File: src/rtl/sparse_psum_pkg.sv
// Shared types and arithmetic for the sparse psum row.
// SPARSE_PSUM_SAT_EN selects saturating accumulation; otherwise adds wrap.
package sparse_psum_pkg;

  typedef enum logic [1:0] {IDLE, RUN, DONE} state_t;

  localparam int MAXW = 64;
  typedef logic signed [MAXW-1:0] wide_t;

  function automatic int prod_w(input int bw);
    return 2 * bw + 1;
  endfunction

  // a and b arrive sign-extended from w bits; the result is again a w-bit value.
  function automatic wide_t psum_add(input wide_t a, input wide_t b, input int unsigned w);
    wide_t s;
`ifdef SPARSE_PSUM_SAT_EN
    wide_t hi;
    wide_t lo;
    s  = a + b;
    hi = (wide_t'(1) <<< (w - 1)) - wide_t'(1);
    lo = ~hi;
    if (s > hi) s = hi;
    else if (s < lo) s = lo;
`else
    s = a + b;
    s = (s <<< (MAXW - w)) >>> (MAXW - w);
`endif
    return s;
  endfunction

endpackage

File: src/rtl/sparse_psum_row_if.sv
// Job and result bundle between the fetch logic, the psum row and the drain path.
// master drives a job and consumes the result; slave is the psum row itself.
interface sparse_psum_row_if #(
  parameter int NZ      = 8,
  parameter int BW      = 4,
  parameter int PSUM_BW = 20,
  parameter int COL     = 4,
  parameter int NACT    = 2
);
  localparam int IW = $clog2(COL);
  localparam int AW = (NACT > 1) ? $clog2(NACT) : 1;

  logic                          start;
  logic [NZ-1:0][BW-1:0]         nzero_weights;
  logic [NZ-1:0][IW-1:0]         w_indexes;
  logic [NZ-1:0][AW-1:0]         act_index;
  logic [NACT-1:0][BW-1:0]       in_activation;
  logic [COL-1:0][PSUM_BW-1:0]   in_psum;
  logic                          busy;
  logic                          out_valid;
  logic                          out_ready;
  logic [COL-1:0][PSUM_BW-1:0]   final_psum;

  modport master (
    output start, nzero_weights, w_indexes, act_index, in_activation, in_psum, out_ready,
    input  busy, out_valid, final_psum
  );

  modport slave (
    input  start, nzero_weights, w_indexes, act_index, in_activation, in_psum, out_ready,
    output busy, out_valid, final_psum
  );
endinterface

File: src/rtl/sparse_psum_row_lane.sv
// One MAC lane: picks weight[step] of its K-slice, muxes its activation and forms
// a sign-extended product with its destination column; combinational only.
module sparse_psum_lane
  import sparse_psum_pkg::*;
#(
  parameter int K       = 4,
  parameter int BW      = 4,
  parameter int PSUM_BW = 20,
  parameter int COL     = 4,
  parameter int NACT    = 2,
  parameter int IW      = 2,
  parameter int AW      = 1,
  parameter int SW      = 2
) (
  input  logic [SW-1:0]             step,
  input  logic [K-1:0][BW-1:0]      weights,
  input  logic [K-1:0][IW-1:0]      cols,
  input  logic [K-1:0][AW-1:0]      slots,
  input  logic [NACT-1:0][BW-1:0]   act,
  output logic signed [PSUM_BW-1:0] prod,
  output logic [IW-1:0]             col,
  output logic                      vld
);
  localparam int PW = prod_w(BW);

  logic [AW-1:0]        slot;
  logic [BW-1:0]        a;
  logic signed [PW-1:0] p;

  always_comb begin
    slot = slots[step];
    // out-of-range slots fall back to activation 0
    a    = (32'(slot) < NACT) ? act[slot] : act[0];
    p    = PW'($signed(weights[step])) * PW'($signed({1'b0, a}));
    prod = PSUM_BW'(p);
    col  = cols[step];
    vld  = 32'(col) < COL;
  end
endmodule

File: src/rtl/sparse_psum_row.sv
// Sparse MAC row: accept a job in IDLE, accumulate NCOL lanes for K cycles, hold the result
// until out_ready. Result visible K+1 cycles after start. SPARSE_PSUM_SAT_EN enables saturation.
module sparse_psum_row
  import sparse_psum_pkg::*;
#(
  parameter int NZ      = 8,
  parameter int BW      = 4,
  parameter int PSUM_BW = 20,
  parameter int NCOL    = 2,
  parameter int COL     = 4,
  parameter int NACT    = 2
) (
  input logic              clk,
  input logic              reset,
  sparse_psum_row_if.slave bus
);
  localparam int K  = NZ / NCOL;
  localparam int IW = $clog2(COL);
  localparam int AW = (NACT > 1) ? $clog2(NACT) : 1;
  localparam int SW = (K > 1) ? $clog2(K) : 1;

  state_t state_q, state_nxt;
  logic [SW-1:0]               step_q;
  logic                        last_step;
  logic [NZ-1:0][BW-1:0]       w_q;
  logic [NZ-1:0][IW-1:0]       wi_q;
  logic [NZ-1:0][AW-1:0]       ai_q;
  logic [NACT-1:0][BW-1:0]     act_q;
  logic [COL-1:0][PSUM_BW-1:0] acc_q, acc_nxt, final_q;

  logic signed [PSUM_BW-1:0] lane_prod [NCOL];
  logic [IW-1:0]             lane_col  [NCOL];
  logic                      lane_vld  [NCOL];

  for (genvar i = 0; i < NCOL; i++) begin : g_lane
    sparse_psum_lane #(
      .K(K), .BW(BW), .PSUM_BW(PSUM_BW), .COL(COL), .NACT(NACT), .IW(IW), .AW(AW), .SW(SW)
    ) u_lane (
      .step    (step_q),
      .weights (w_q[i*K +: K]),
      .cols    (wi_q[i*K +: K]),
      .slots   (ai_q[i*K +: K]),
      .act     (act_q),
      .prod    (lane_prod[i]),
      .col     (lane_col[i]),
      .vld     (lane_vld[i])
    );
  end

  assign last_step = (step_q == SW'(K - 1));

  always_ff @(posedge clk) begin
    if (reset) state_q <= IDLE;
    else       state_q <= state_nxt;
  end

  always_comb begin
    state_nxt = state_q;
    case (state_q)
      IDLE:    if (bus.start) state_nxt = RUN;
      RUN:     if (last_step) state_nxt = DONE;
      DONE:    if (bus.out_ready) state_nxt = IDLE;
      default: state_nxt = IDLE;
    endcase
  end

  always_comb begin
    bus.busy       = (state_q != IDLE);
    bus.out_valid  = (state_q == DONE);
    bus.final_psum = final_q;
  end

  // Lanes landing on the same column chain through acc_nxt in lane order.
  always_comb begin
    wide_t a_w, b_w, s_w;
    acc_nxt = acc_q;
    a_w = '0;
    b_w = '0;
    s_w = '0;
    for (int i = 0; i < NCOL; i++) begin
      if (lane_vld[i]) begin
        a_w = wide_t'($signed(acc_nxt[lane_col[i]]));
        b_w = wide_t'(lane_prod[i]);
        s_w = psum_add(a_w, b_w, PSUM_BW);
        acc_nxt[lane_col[i]] = s_w[PSUM_BW-1:0];
      end
    end
  end

  always_ff @(posedge clk) begin
    if (reset) begin
      step_q  <= '0;
      acc_q   <= '0;
      final_q <= '0;
    end else begin
      case (state_q)
        IDLE: if (bus.start) begin
          w_q    <= bus.nzero_weights;
          wi_q   <= bus.w_indexes;
          ai_q   <= bus.act_index;
          act_q  <= bus.in_activation;
          acc_q  <= bus.in_psum;
          step_q <= '0;
        end
        RUN: begin
          acc_q  <= acc_nxt;
          step_q <= step_q + SW'(1);
          if (last_step) begin
            final_q <= acc_nxt;
            step_q  <= '0;
          end
        end
        default: ;
      endcase
    end
  end
endmodule

File: src/flat_wrapper.sv
// flat-port wrapper written by rule: the top's interface ports become plain ports
module sparse_psum_row_flat import sparse_psum_pkg::*;
#(
  parameter int NZ      = 8,
  parameter int BW      = 4,
  parameter int PSUM_BW = 20,
  parameter int NCOL    = 2,
  parameter int COL     = 4,
  parameter int NACT    = 2
)
  (clk, reset, bus_start, bus_nzero_weights, bus_w_indexes, bus_act_index, bus_in_activation, bus_in_psum, bus_out_ready, bus_busy, bus_out_valid, bus_final_psum);
  sparse_psum_row_if #(.NZ(NZ), .BW(BW), .PSUM_BW(PSUM_BW), .COL(COL), .NACT(NACT)) bus_i ();
  input logic clk;
  input logic reset;
  input wire logic [$bits(bus_i.start)-1:0] bus_start;
  input wire logic [$bits(bus_i.nzero_weights)-1:0] bus_nzero_weights;
  input wire logic [$bits(bus_i.w_indexes)-1:0] bus_w_indexes;
  input wire logic [$bits(bus_i.act_index)-1:0] bus_act_index;
  input wire logic [$bits(bus_i.in_activation)-1:0] bus_in_activation;
  input wire logic [$bits(bus_i.in_psum)-1:0] bus_in_psum;
  input wire logic [$bits(bus_i.out_ready)-1:0] bus_out_ready;
  output wire logic [$bits(bus_i.busy)-1:0] bus_busy;
  output wire logic [$bits(bus_i.out_valid)-1:0] bus_out_valid;
  output wire logic [$bits(bus_i.final_psum)-1:0] bus_final_psum;
  assign bus_i.start = bus_start;
  assign bus_i.nzero_weights = bus_nzero_weights;
  assign bus_i.w_indexes = bus_w_indexes;
  assign bus_i.act_index = bus_act_index;
  assign bus_i.in_activation = bus_in_activation;
  assign bus_i.in_psum = bus_in_psum;
  assign bus_i.out_ready = bus_out_ready;
  assign bus_busy = bus_i.busy;
  assign bus_out_valid = bus_i.out_valid;
  assign bus_final_psum = bus_i.final_psum;
  sparse_psum_row #(.NZ(NZ), .BW(BW), .PSUM_BW(PSUM_BW), .NCOL(NCOL), .COL(COL), .NACT(NACT)) u_core (.clk(clk), .reset(reset), .bus(bus_i));
endmodule
File: config.mk
export PLATFORM = sky130hd
export DESIGN_NAME = sparse_psum_row_flat
export DESIGN_NICKNAME = d
export VERILOG_FILES = /design/src/rtl/sparse_psum_pkg.sv /design/src/rtl/sparse_psum_row_if.sv /design/src/rtl/sparse_psum_row_lane.sv /design/src/rtl/sparse_psum_row.sv /design/src/flat_wrapper.sv
export SDC_FILE = /design/constraint.sdc
export NUM_CORES = 1
export LEC_CHECK = 0
export ABC_AREA = 1
export BUFFER_PORTS_ARGS = -buffer_cell sky130_fd_sc_hd__buf_2
export CORE_MARGIN = 4
export CORE_UTILIZATION = 50
export CTS_CLUSTER_SIZE = 25
export DETAILED_ROUTE_END_ITERATION = 6
export HOLD_SLACK_MARGIN = 0.06
export PLACE_DENSITY = 0.74
export SKIP_LAST_GASP = 1
export SLEW_MARGIN = 20
export SYNTH_ARGS = -nofsm -noshare
export SYNTH_HDL_FRONTEND = slang
export SYNTH_SLANG_ARGS = --single-unit
File: constraint.sdc
create_clock -name clk -period 21.3 [get_ports clk]
set_input_delay 1.065 -clock clk [delete_from_list [all_inputs] [get_ports clk]]
set_output_delay 1.065 -clock clk [all_outputs]
set_load 0.005 [all_outputs]
# After elaboration in Yosys (flattened, before gate mapping)
# Index checks and enable logic that the tools add are counted.
[totals] reg_bits=228 output_inout_bits=82 elab_cells=99 inputBits=148
[op_classes] order_cmp=7 eq_ne=6 muxes=35 addsub=3 n_mul=2 n_reduce_logical=9 bitwise=1
[op_table] operator="$bwmux W80" count=2
[op_table] operator="$pmux W80 S2" count=1
[op_table] operator="$bmux W20 S2" count=2
[op_table] operator="$demux W20 S2" count=2
[op_table] operator="$mux W20" count=4
[op_table] operator="$mux W80" count=1
[op_table] operator="$add A20 B9 Y20" count=2
[op_table] operator="$mux W4" count=6
[op_table] operator="$mul A4 B5 Y9" count=2
[op_table] operator="$bmux W4 S2" count=2
[op_table] operator="$mux W2" count=7
[op_table] operator="$lt A2 B3 Y1 const B" count=3
[op_table] operator="$bmux W2 S2" count=2
[op_table] operator="$pmux W2 S3" count=1
[op_table] operator="$reduce_and A3 Y1" count=2
[op_table] operator="$bmux W1 S2" count=2
[op_table] operator="$eq A2 B2 Y1 const B" count=2
[op_table] operator="$ge A2 B1 Y1 const B" count=2
[op_table] operator="$lt A1 B2 Y1 const B" count=2
[op_table] operator="$ne A2 B2 Y1 const B" count=2
[op_table] operator="$pmux W2 S2" count=1
[op_table] operator="$reduce_and A2 Y1" count=2
[op_table] operator="$reduce_bool A2 Y1" count=2
[op_table] operator="$add A2 B1 Y2 const B" count=1
[op_table] operator="other kinds (6)" count=8

# Longest topological paths before layout
# Gate-level depths: netlist of run 1.
[logic_depth] word_depth=12 depth_mapped=51 ltp_nobuf=49

# Modules after synthesis
# Synthesis of run 1 repeated with hierarchy kept, for this count alone.
[hier_totals] cells_unflattened=2174 hier_area_um2=15389.8
[modules_own_cells] mod="sparse_psum_row" n_inst=1 seq_area_each_um2=5205.0 cells_each=1826 area_per_inst_um2=13255.2
[modules_own_cells] mod="sparse_psum_lane" n_inst=2 seq_area_each_um2=0.0 cells_each=174 area_per_inst_um2=1067.3

# Worst setup path before layout of run 1
# No wires, ideal clock.
[synth_timing] kind="reg2reg" from="register u_core.step_q[0]" to="register u_core.acc_q[14] (netlist bit)" path_slack_ps=13844 synth_period_minus_slack_ps=7456 arrival_ps=7324 path_stages_with_launch=35 setup_ps=132 cell_sequence="dfxtp_1 > buf_6 > buf_2 > buf_1 > nand2_1 > a32o_1 > or2_2 > fa_1 > fa_1 > fa_1 > inv_1 > fa_1 > inv_1 > o21ai_0 > o22ai_1 > nor2_1 > o21ai_0 > fa_1 > fa_1 > fa_1 > fa_1 > o21ai_1 > nand2_1 > nand2_1 > a21oi_1 > o21bai_1 > nand2_1 > inv_1 > o21ai_0 > nand2_1 > nand2_1 > nand3_1 > nand3_1 > o211ai_1 > a21oi_1"
[synth_between] elab_chain_cells=12 elab_cells_between_ends=37
[synth_lines] element="from (decl)" line_no="sparse_psum_row.sv:23" text="logic [SW-1:0] step_q;"
[synth_lines] element="from (signal assigned)" line_no="sparse_psum_row.sv:107" text="step_q <= step_q + SW'(1);"
[synth_lines] element="$bmux W1 S2 or $bmux W2 S2 (tied branches)" line_no="sparse_psum_row_lane.sv:31, sparse_psum_row_lane.sv:36"
[synth_lines] element="$mux W1 (implied by the code) or $mux W2 (tied branches)" line_no="sparse_psum_row_lane.sv:31, sparse_psum_row_lane.sv:36"
[synth_lines] element="$mux W4 (implied by the code) (tied with other cells)" line_no="sparse_psum_row_lane.sv:33" text="a = (32'(slot) < NACT) ? act[slot] : act[0];"
[synth_lines] element="$mux W4 (implied by the code) or $logic_and A1 B1 Y1 (tied branches)" line_no="sparse_psum_row_lane.sv:33, sparse_psum_row.sv:85"
[synth_lines] element="$mul A4 B5 Y9 or $mux W20 (tied branches)" line_no="sparse_psum_row_lane.sv:34, sparse_psum_row.sv:85"
[synth_lines] element="$add A20 B9 Y20 or $demux W20 S2 (tied branches)"
[synth_lines] element="$bwmux W80" line_no="sparse_psum_row.sv:85" text="acc_nxt[lane_col[i]] = s_w[PSUM_BW-1:0];"
[synth_lines] element="$bmux W20 S2" line_no="sparse_psum_row.sv:82" text="a_w = wide_t'($signed(acc_nxt[lane_col[i]]));"
[synth_lines] element="$mux W20 (implied by the code)" line_no="sparse_psum_row.sv:82"
[synth_lines] element="$add A20 B9 Y20" line_no="sparse_psum_pkg.sv:26" text="s = a + b;"
[synth_lines] element="$bwmux W80 (*)" line_no="sparse_psum_row.sv:85"
[synth_lines] element="$pmux W80 S2 (*)" line_no="sparse_psum_row.sv:96" text="case (state_q)"
[synth_lines] element="to (signal assigned)" line_no="sparse_psum_row.sv:102" text="acc_q <= bus.in_psum;"
[synth_lines] element="to (signal assigned)" line_no="sparse_psum_row.sv:106" text="acc_q <= acc_nxt;"
[synth_lines] element="to (decl)" line_no="sparse_psum_row.sv:29" text="logic [COL-1:0][PSUM_BW-1:0] acc_q, acc_nxt, final_q;"
# Mark *: on every way between the ends. The rest lies on a longest branch, timed or not. The select of a mux whose other input is x is not followed.
# A chain may end at the register's enable or synchronous reset.

# Worst setup path after layout of run 1
# Same ends and word-level chain as after synthesis.

==> results of run 1 <==
-- metal layers --
layer / part of all wire (%) / global-route usage (%)
met1: 39 / 36.19
met2: 48 / 51.63
met3: 8.1 / 4.933
met4: 5.4 / 14.68
met5: 0.023 / 0
-- per-stage QoR --
step	utilization, %	std cells	setup slack (ps)
global placement	55.03	2546	12600
finish	57.85	2592	12400
floorplan	-	2020	13840
global route	57.85	2592	11710
CTS	57.85	2592	12450
detailed placement	55.03	2546	12480
-- cell type report --
type	instances	area [um^2]
Inverter	207	778.2
Clock buffer	33	732.0
Timing Repair Buffer	252	1319
Clock inverter	13	100.1
Multi-Input combinational cell	1469	8478
Tap cell	390	488.0
Fill cell	2770	12460
Sequential cell	228	5205
-- tightest hold or removal path: stages (launching register included) --
cell and delay (ps):
dfxtp_1 320, nand2_1 60, a21oi_1 50
-- power by group --
group | leakage (nW) | internal [mW] | switching, mW
sequential | 1.93 | 0.476 | 0.0225
clock | 0.405 | 0.255 | 0.187
combinational | 5.75 | 0.355 | 0.793
total | 8.08 | 1.08 | 1.00
-- placed cells by master, fill, tap and decap left out, types with 64 or more instances in the layout --
master	n
edfxtp_1	64
dfxtp_1	164
nand2_1	464
inv_1	192
ha_1	104
nor2_1	113
buf_2	229
o21ai_0	225
nand3_1	93
a21oi_1	96
-- worst max-delay path by stage --
| stage | end | slack, ps | cells past startpoint |
|---|---|---|---|
| final | u_core.acc_q[14]$_SDFFE_PP0P_ | 12400 | 40 |
| after global routing | u_core.acc_q[13]$_SDFFE_PP0P_ | 11710 | 36 |
| after CTS | u_core.acc_q[14]$_SDFFE_PP0P_ | 12450 | 40 |
| after detailed placement | u_core.acc_q[14]$_SDFFE_PP0P_ | 12480 | 40 |
| after global placement | u_core.acc_q[34]$_SDFFE_PP0P_ | 12600 | 40 |
| after floorplan | u_core.acc_q[14]$_SDFFE_PP0P_ | 13840 | 34 |
-- sequential cells by signal, summed over array words and instances, names as in the netlist --
name / cells
u_core.acc_q: 80
u_core.bus.final_psum: 80
u_core.w_q: 32
u_core.wi_q: 16
u_core.act_q: 8
u_core.ai_q: 8
u_core.state_q: 2
u_core.step_q: 2
-- cell families (layout without fill, tap and decap cells) --
logic type | after synthesis | in the layout
fa+ha+maj | 125 | 125
xor+xnor | 26 | 26
compound gates | 582 | 582
simple gates | 736 | 736
buf+inv | 323 | 505
flops | 228 | 228
==> qor.yml, run 1 <==
clock_tree:
  htreeDepth: 1
  clock_latency_ps: 550
  cts_tree: "built"
  ctsHoldBuffers: 0
  cts.path.max_buffers: 3
  cts.clk_slew.worst_paths_ps: 60
  cts_setup_buffers: 0
  cts_resized: 0
  clockRootBuffer: "clkbuf_16"
  cts_inserted_buffers: 26
  cts_sinks: 228
yosys:
  synth_area_leaders: "dfxtp_1 (22%), edfxtp_1 (13%), nand2_1 (12%)"
  yosysTopAreaCell: "dfxtp_1"
  synthMuxAreaShare_pct: 0
  synth_top_area_share_pct: 21.96
  synth_area_um2: 14950
  synthArstFlopShare_pct: 0
  synth-simple-area-share_pct: 20.73
  ys_types: 55
  synth_nets: 2293
  avgSynthCellArea_um2: 7.403
  synthXorXnorAreaFrac_pct: 1.523
  yosys_most_used_dff: "dfxtp_1"
  syn_inst: 2020
  synth-seq-area-share_pct: 34.81
  synthMostInstantiatedCell: "nand2_1"
  synthAdderAreaFrac_pct: 11.51
  ys_seq_elements: 228
  yosysWarnings: 0
  synth_top_family_by_area: "compound AO/OA/AOI/OAI gates"
  synth_compound_area_share_pct: 22.83
  ys_top_cells_by_count: "nand2_1 (464), o21ai_0 (225), inv_1 (195)"
  synth_edf_count: 64
setup_path:
  reg2reg_depth: 40
  cp-start-kind: "register"
  r2r_slack_ps: 12400
  worstPathRequired_ps: 21690
  cp_top_family: "adder cells"
  worst-path-buf-inv: 8
  timing.critical_path.arrival_ps: 9290
  startpoint: "u_core.step_q[0]$_SDFFE_PP0P_"
  worst_path_most_repeated_cell: "fa_1"
  r2r_start: "u_core.step_q[0]$_SDFFE_PP0P_"
  slowest_stage: "inv_2"
  critPathMaxFanout: 41
  cpPeakStageDelay_ps: 580
  critPathCaptureType: "register"
  r2r_end: "u_core.acc_q[14]$_SDFFE_PP0P_"
  critical_path_class: "reg -> reg"
sta:
  finalCritPeriodShare_pct: 41.78
  setup_violations: 0
  tns_ps: 0
  clock_skew_ps: 15.08
  rsz0062_at_grt: "no"
  fmax_mhz: 112.4
  tightest_slew_ps: 1120
  maxSlewViolCount: 0
  fin_crit_ps: 8900
  hold_slack_ps: 486.2
  finalHoldViolations: 0
  slew_headroom_pct: 25.32
worst_hold_path:
  worstHoldStart: "u_core.acc_q[52]$_SDFFE_PP0P_"
  holdPathStages: 2
  hold_end: "u_core.acc_q[52]$_SDFFE_PP0P_"
  min_path_type: "reg -> reg"
floorplanning:
  core_area_um2: 29560
  dieHeight_um: 180.9
  ios: 230
  rows: 63
  die-area_um2: 32740
  fp.dieW_um: 180.9
  start_util_pct: 50.59
global_route:
  grt_max_degree: 115
  grt_pass1_vias: 14660
  grt-ovfl-total: 0
  grt_pass1_wl_um: 78630
  track_usage_pct: 29.89
  antenna_found_initial: 1
drt:
  drc: 0
  drtPass1Iterations: 6
  wl_per_cell_um: 19.85
  drt_iter0_markers: 1443
  via_count: 15130
  drt-total-wl_um: 51450
  vias_per_cell: 5.836
  ant_nets: 0
layout:
  area_growth_pct: 14.36
  drive_gt1_share_pct: 16.49
  nets: 2457
  design_area_um2: 17100
  antenna_cells: 0
place:
  dp_hpwl_um: 37450
  place.gp.congestion: 0.9798
  io_buffers: 229
  place_area_um2: 16270
outcome:
  outcome: "finished clean"
power:
  vdd.ir_drop.worst_mv: 0.06633
  powerDensity_nw_per_um2: 122.1
  power_mw: 2.087
  cellLeakagePower_nw: 8.081
job:
  cap_violations: 0
Power figures use the tool's default switching activity.
==> run 2, diff against run 1 <==
--- a/config.mk
+++ b/config.mk
@@ -5,14 +5,14 @@
 export SDC_FILE = /design/constraint.sdc
 export NUM_CORES = 1
 export LEC_CHECK = 0
-export ABC_AREA = 1
+export ABC_AREA = 0
 export BUFFER_PORTS_ARGS = -buffer_cell sky130_fd_sc_hd__buf_2
 export CORE_MARGIN = 4
 export CORE_UTILIZATION = 50
 export CTS_CLUSTER_SIZE = 25
 export DETAILED_ROUTE_END_ITERATION = 6
 export HOLD_SLACK_MARGIN = 0.06
-export PLACE_DENSITY = 0.74
+export PLACE_DENSITY = 0.77
 export SKIP_LAST_GASP = 1
 export SLEW_MARGIN = 20
 export SYNTH_ARGS = -nofsm -noshare
==> constraint.sdc (replaced) <==
create_clock -name clk -period 8.1 [get_ports clk]
set_input_delay 0.405 -clock clk [delete_from_list [all_inputs] [get_ports clk]]
set_output_delay 0.405 -clock clk [all_outputs]
set_load 0.005 [all_outputs]
==> run 2 against run 1 <==
Combinational power up 120%. Count of clock-buffer cells in the layout down 1. Sequential cell count is the same. Sequential share of layout area decreased by 2.4 points. Via count down 3.5%. Core utilization increased by 6.8 points. Global-route usage rose by 2.9 points. Register-to-register slack worse by 12000 ps. Synthesized cell count shrank 19%. First-iteration DRC count is 3.6% higher. Cell count decreased by 9.1%. Worst hold slack got worse by 360 ps.
==> qor.yml, run 2 <==
layout:
  antenna_cells: 0  # unchanged
  design_area_um2: 18610  # was 17100 um^2
  nets: 2226  # was 2457
  final_cells: 2355  # was 2592
  area_growth_pct: 27.06  # was 14.36%
  layout_commonest_cell: "nand2_1"  # unchanged
  final_cell_mix: "nand2_1 (242), buf_2 (228), dfxtp_1 (163)"  # was nand2_1 (464), buf_2 (229), o21ai_0 (225)
  drive_gt1_share_pct: 25.93  # was 16.49%
sta:
  tns_ps: 0  # unchanged
  clock_skew_ps: 23.84  # was 15.08 ps
  fmax_mhz: 126.5  # was 112.4 MHz
  maxSlewViolCount: 0  # unchanged
  finalCritPeriodShare_pct: 97.59  # was 41.78%
  slew_headroom_pct: 32.23  # was 25.32%
  fin_crit_ps: 7904  # was 8900 ps
  setup_violations: 0  # unchanged
  finalHoldViolations: 0  # unchanged
  tightest_slew_ps: 1016  # was 1120 ps
  rsz0062_at_grt: "yes"  # was no
yosys:
  syn_inst: 1630  # was 2020
  ys_top_cells_by_count: "nand2_1 (243), nor2_1 (167), dfxtp_1 (164)"  # was nand2_1 (464), o21ai_0 (225), inv_1 (195)
  ys_types: 63  # was 55
  avgSynthCellArea_um2: 8.985  # was 7.403 um^2
  yosysTopAreaCell: "dfxtp_1"  # unchanged
  synth_nets: 1903  # was 2293
  synth_area_leaders: "dfxtp_1 (22%), edfxtp_1 (13%), ha_1 (8.9%)"  # was dfxtp_1 (22%), edfxtp_1 (13%), nand2_1 (12%)
  ys_seq_elements: 228  # unchanged
  synthArstFlopShare_pct: 0  # unchanged
  synth_top_area_share_pct: 22.42  # was 21.96%
  synth-seq-area-share_pct: 35.54  # was 34.81%
  yosysWarnings: 0  # unchanged
  synth_edf_count: 64  # unchanged
  synth_area_um2: 14650  # was 14950 um^2
  synthMostInstantiatedCell: "nand2_1"  # unchanged
  yosys_most_used_dff: "dfxtp_1"  # unchanged
floorplanning:
  dieHeight_um: 179.1  # was 180.9 um
  fp.dieW_um: 179.1  # was 180.9 um
  ios: 230  # unchanged
  die-area_um2: 32090  # was 32740 um^2
  start_util_pct: 50.89  # was 50.59%
  core_area_um2: 28780  # was 29560 um^2
  rows: 62  # was 63
clock_tree:
  clockRootBuffer: "clkbuf_16"  # unchanged
  cts_sinks: 228  # unchanged
  cts.clk_slew.worst_paths_ps: 70  # was 60 ps
  cts.path.max_buffers: 3  # unchanged
  cts_inserted_buffers: 26  # unchanged
  clock_latency_ps: 550  # about the same
  cts_tree: "built"  # unchanged
  htreeDepth: 1  # unchanged
power:
  swShare_pct: 41.43  # was 48.03%
  seqPwrFrac_pct: 26.1  # was 23.9%
  clkPwrFrac_pct: 23.1  # was 21.2%
  switchingPower_mw: 2.090  # was 1.002 mW
  power_mw: 5.044  # was 2.087 mW
  vdd.ir_drop.worst_mv: 0.2146  # was 0.06633 mV
  powerDensity_nw_per_um2: 271.1  # was 122.1 nW/um^2
  internal_power_mw: 2.954  # was 1.085 mW
  power_frac_comb_pct: 50.9  # was 55.0%
  cellLeakagePower_nw: 7.785  # was 8.081 nW
drt:
  drt_iter0_markers: 1495  # was 1443
  drtPass1Iterations: 6  # unchanged
  wl_per_cell_um: 23.32  # was 19.85 um
  drc: 0  # unchanged
  via_count: 14590  # was 15.13k
  drt-total-wl_um: 54920  # was 51450 um
  ant_nets: 0  # unchanged
  vias_per_cell: 6.197  # was 5.836
setup_path:
  timing.critical_path.arrival_ps: 8340  # was 9290 ps
  startpoint: "u_core.ai_q[3]$_DFFE_PP_"  # was u_core.step_q[0]$_SDFFE_PP0P_
  critPathCaptureType: "register"  # unchanged
  worstPathRequired_ps: 8540  # was 21690 ps
  critPathMaxFanout: 4  # was 41
  cp-start-kind: "register"  # unchanged
  critical_path_class: "reg -> reg"  # unchanged
  reg2reg_depth: 24  # was 40
  critPathCapture: "u_core.bus.final_psum[76]$_SDFFE_PP0P_"  # was u_core.acc_q[14]$_SDFFE_PP0P_
  r2r_slack_ps: 200  # was 12400 ps
  r2r_start: "u_core.ai_q[3]$_DFFE_PP_"  # was u_core.step_q[0]$_SDFFE_PP0P_
  r2r_end: "u_core.bus.final_psum[76]$_SDFFE_PP0P_"  # was u_core.acc_q[14]$_SDFFE_PP0P_
place:
  io_buffers: 229  # unchanged
  place_area_um2: 16700  # was 16270 um^2
  place.gp.congestion: 0.9760  # was 0.9798
  dp_cells: 2235  # was 2546
  dp_hpwl_um: 37330  # was 37450 um
global_route:
  grt_max_degree: 96  # was 115
  grt-ovfl-total: 0  # unchanged
  grt_pass1_wl_um: 80480  # was 78630 um
  track_usage_pct: 32.74  # was 29.89%
  antenna_found_initial: 1  # unchanged
  grt_pass1_vias: 14320  # was 14.66k
job:
  cap_violations: 0  # unchanged
outcome:
  outcome: "finished clean"  # unchanged
worst_hold_path:
  min_path_type: "in -> reg"  # was reg -> reg
## run 2: layout make-up
class / count / area, um^2
clock inverter: 14 / 107.6
clock buffer: 32 / 714.4
inverter: 54 / 202.7
timing repair buffer: 413 / 2715
tap: 384 / 480.5
multi-input combinational: 1230 / 9179
fill: 2396 / 10170
sequential: 228 / 5209
## run 2: cells by family after synthesis
group           share of synthesized area (%)
compound gates                          19.63
mux                                     11.46
buf+inv                                 4.554
flops                                   35.54
fa+ha+maj                               11.76
simple gates                            14.86
xor+xnor                                2.204
## run 2: per-layer routing
metal | vias to the layer above | global-route usage (%) | routed length (um) | share of wire [%]
li1 | 6565 | - | - | -
met2 | 885 | 54.95 | 25790 | 47
met5 | - | 0 | 13 | 0.024
met3 | 247 | 6.137 | 5114 | 9.3
met4 | 2 | 20.76 | 4257 | 7.8
met1 | 6895 | 38.55 | 19740 | 36
## run 2: worst max-delay path, stage by stage, from the launching register on
cell	delay, ps
edfxtp_1	380
mux4_2	640
mux2i_2	360
nand2_1	150
fa_1	530
fa_1	430
fa_1	500
inv_2	50
fa_2	630
mux2i_2	110
a22oi_1	220
nand2_1	110
fa_1	540
fa_1	450
fa_1	510
fa_2	360
nor2b_1	110
o21ai_1	90
a21oi_2	190
o221ai_2	150
o211ai_1	290
a41oi_2	190
xnor2_2	340
mux2i_2	150
a211oi_1	280
## run 2: worst min path at each step
| stage | startpoint | endpoint | slack (ps) | cells past startpoint |
|---|---|---|---|---|
| CTS | bus_in_activation[6] | u_core.act_q[6]$_DFFE_PP_ | 60 | 1 |
| floorplan | u_core.bus.final_psum[59]$_SDFFE_PP0P_ | u_core.bus.final_psum[59]$_SDFFE_PP0P_ | 440 | 2 |
| detailed placement | u_core.bus.final_psum[60]$_SDFFE_PP0P_ | u_core.bus.final_psum[60]$_SDFFE_PP0P_ | 450 | 2 |
| global placement | u_core.bus.final_psum[60]$_SDFFE_PP0P_ | u_core.bus.final_psum[60]$_SDFFE_PP0P_ | 440 | 2 |
| global route | bus_in_psum[61] | u_core.acc_q[61]$_SDFFE_PP0P_ | 140 | 3 |
| finish | bus_out_ready | u_core.state_q[1]$_SDFFE_PP0P_ | 130 | 3 |
## run 2: stage by stage
step | setup WS, ps | utilization, % | hold WS (ps)
6_report | 195.6 | 64.66 | 127.6
5_1_grt | -127.4 | 64.66 | 138.7
4_1_cts | -27.29 | 63.15 | 61.89
3_5_place_dp | -100.9 | 58.03 | 445.9
3_3_place_gp | 9.244 | 58.03 | 444.6
2_1_floorplan | 17.87 | - | 444.4
## run 2: repair_timing
action / CTS / global route
setup buffers: 0 / 10
gates resized for setup: 7 / 80
pin swaps: 0 / 41
endpoints found under the setup margin: 25 / 81
hold buffers: 62 / 2
endpoints found under the hold margin: 62 / 2
## run 2: power groups by stage
stage	clock network, mW	registers, mW	logic (mW)
floorplan	0	1.30	1.44
global placement	0	1.33	2.24
detailed placement	0	1.33	2.28
CTS	1.15	1.31	2.33
global route	1.21	1.32	2.76
finish	1.16	1.32	2.56
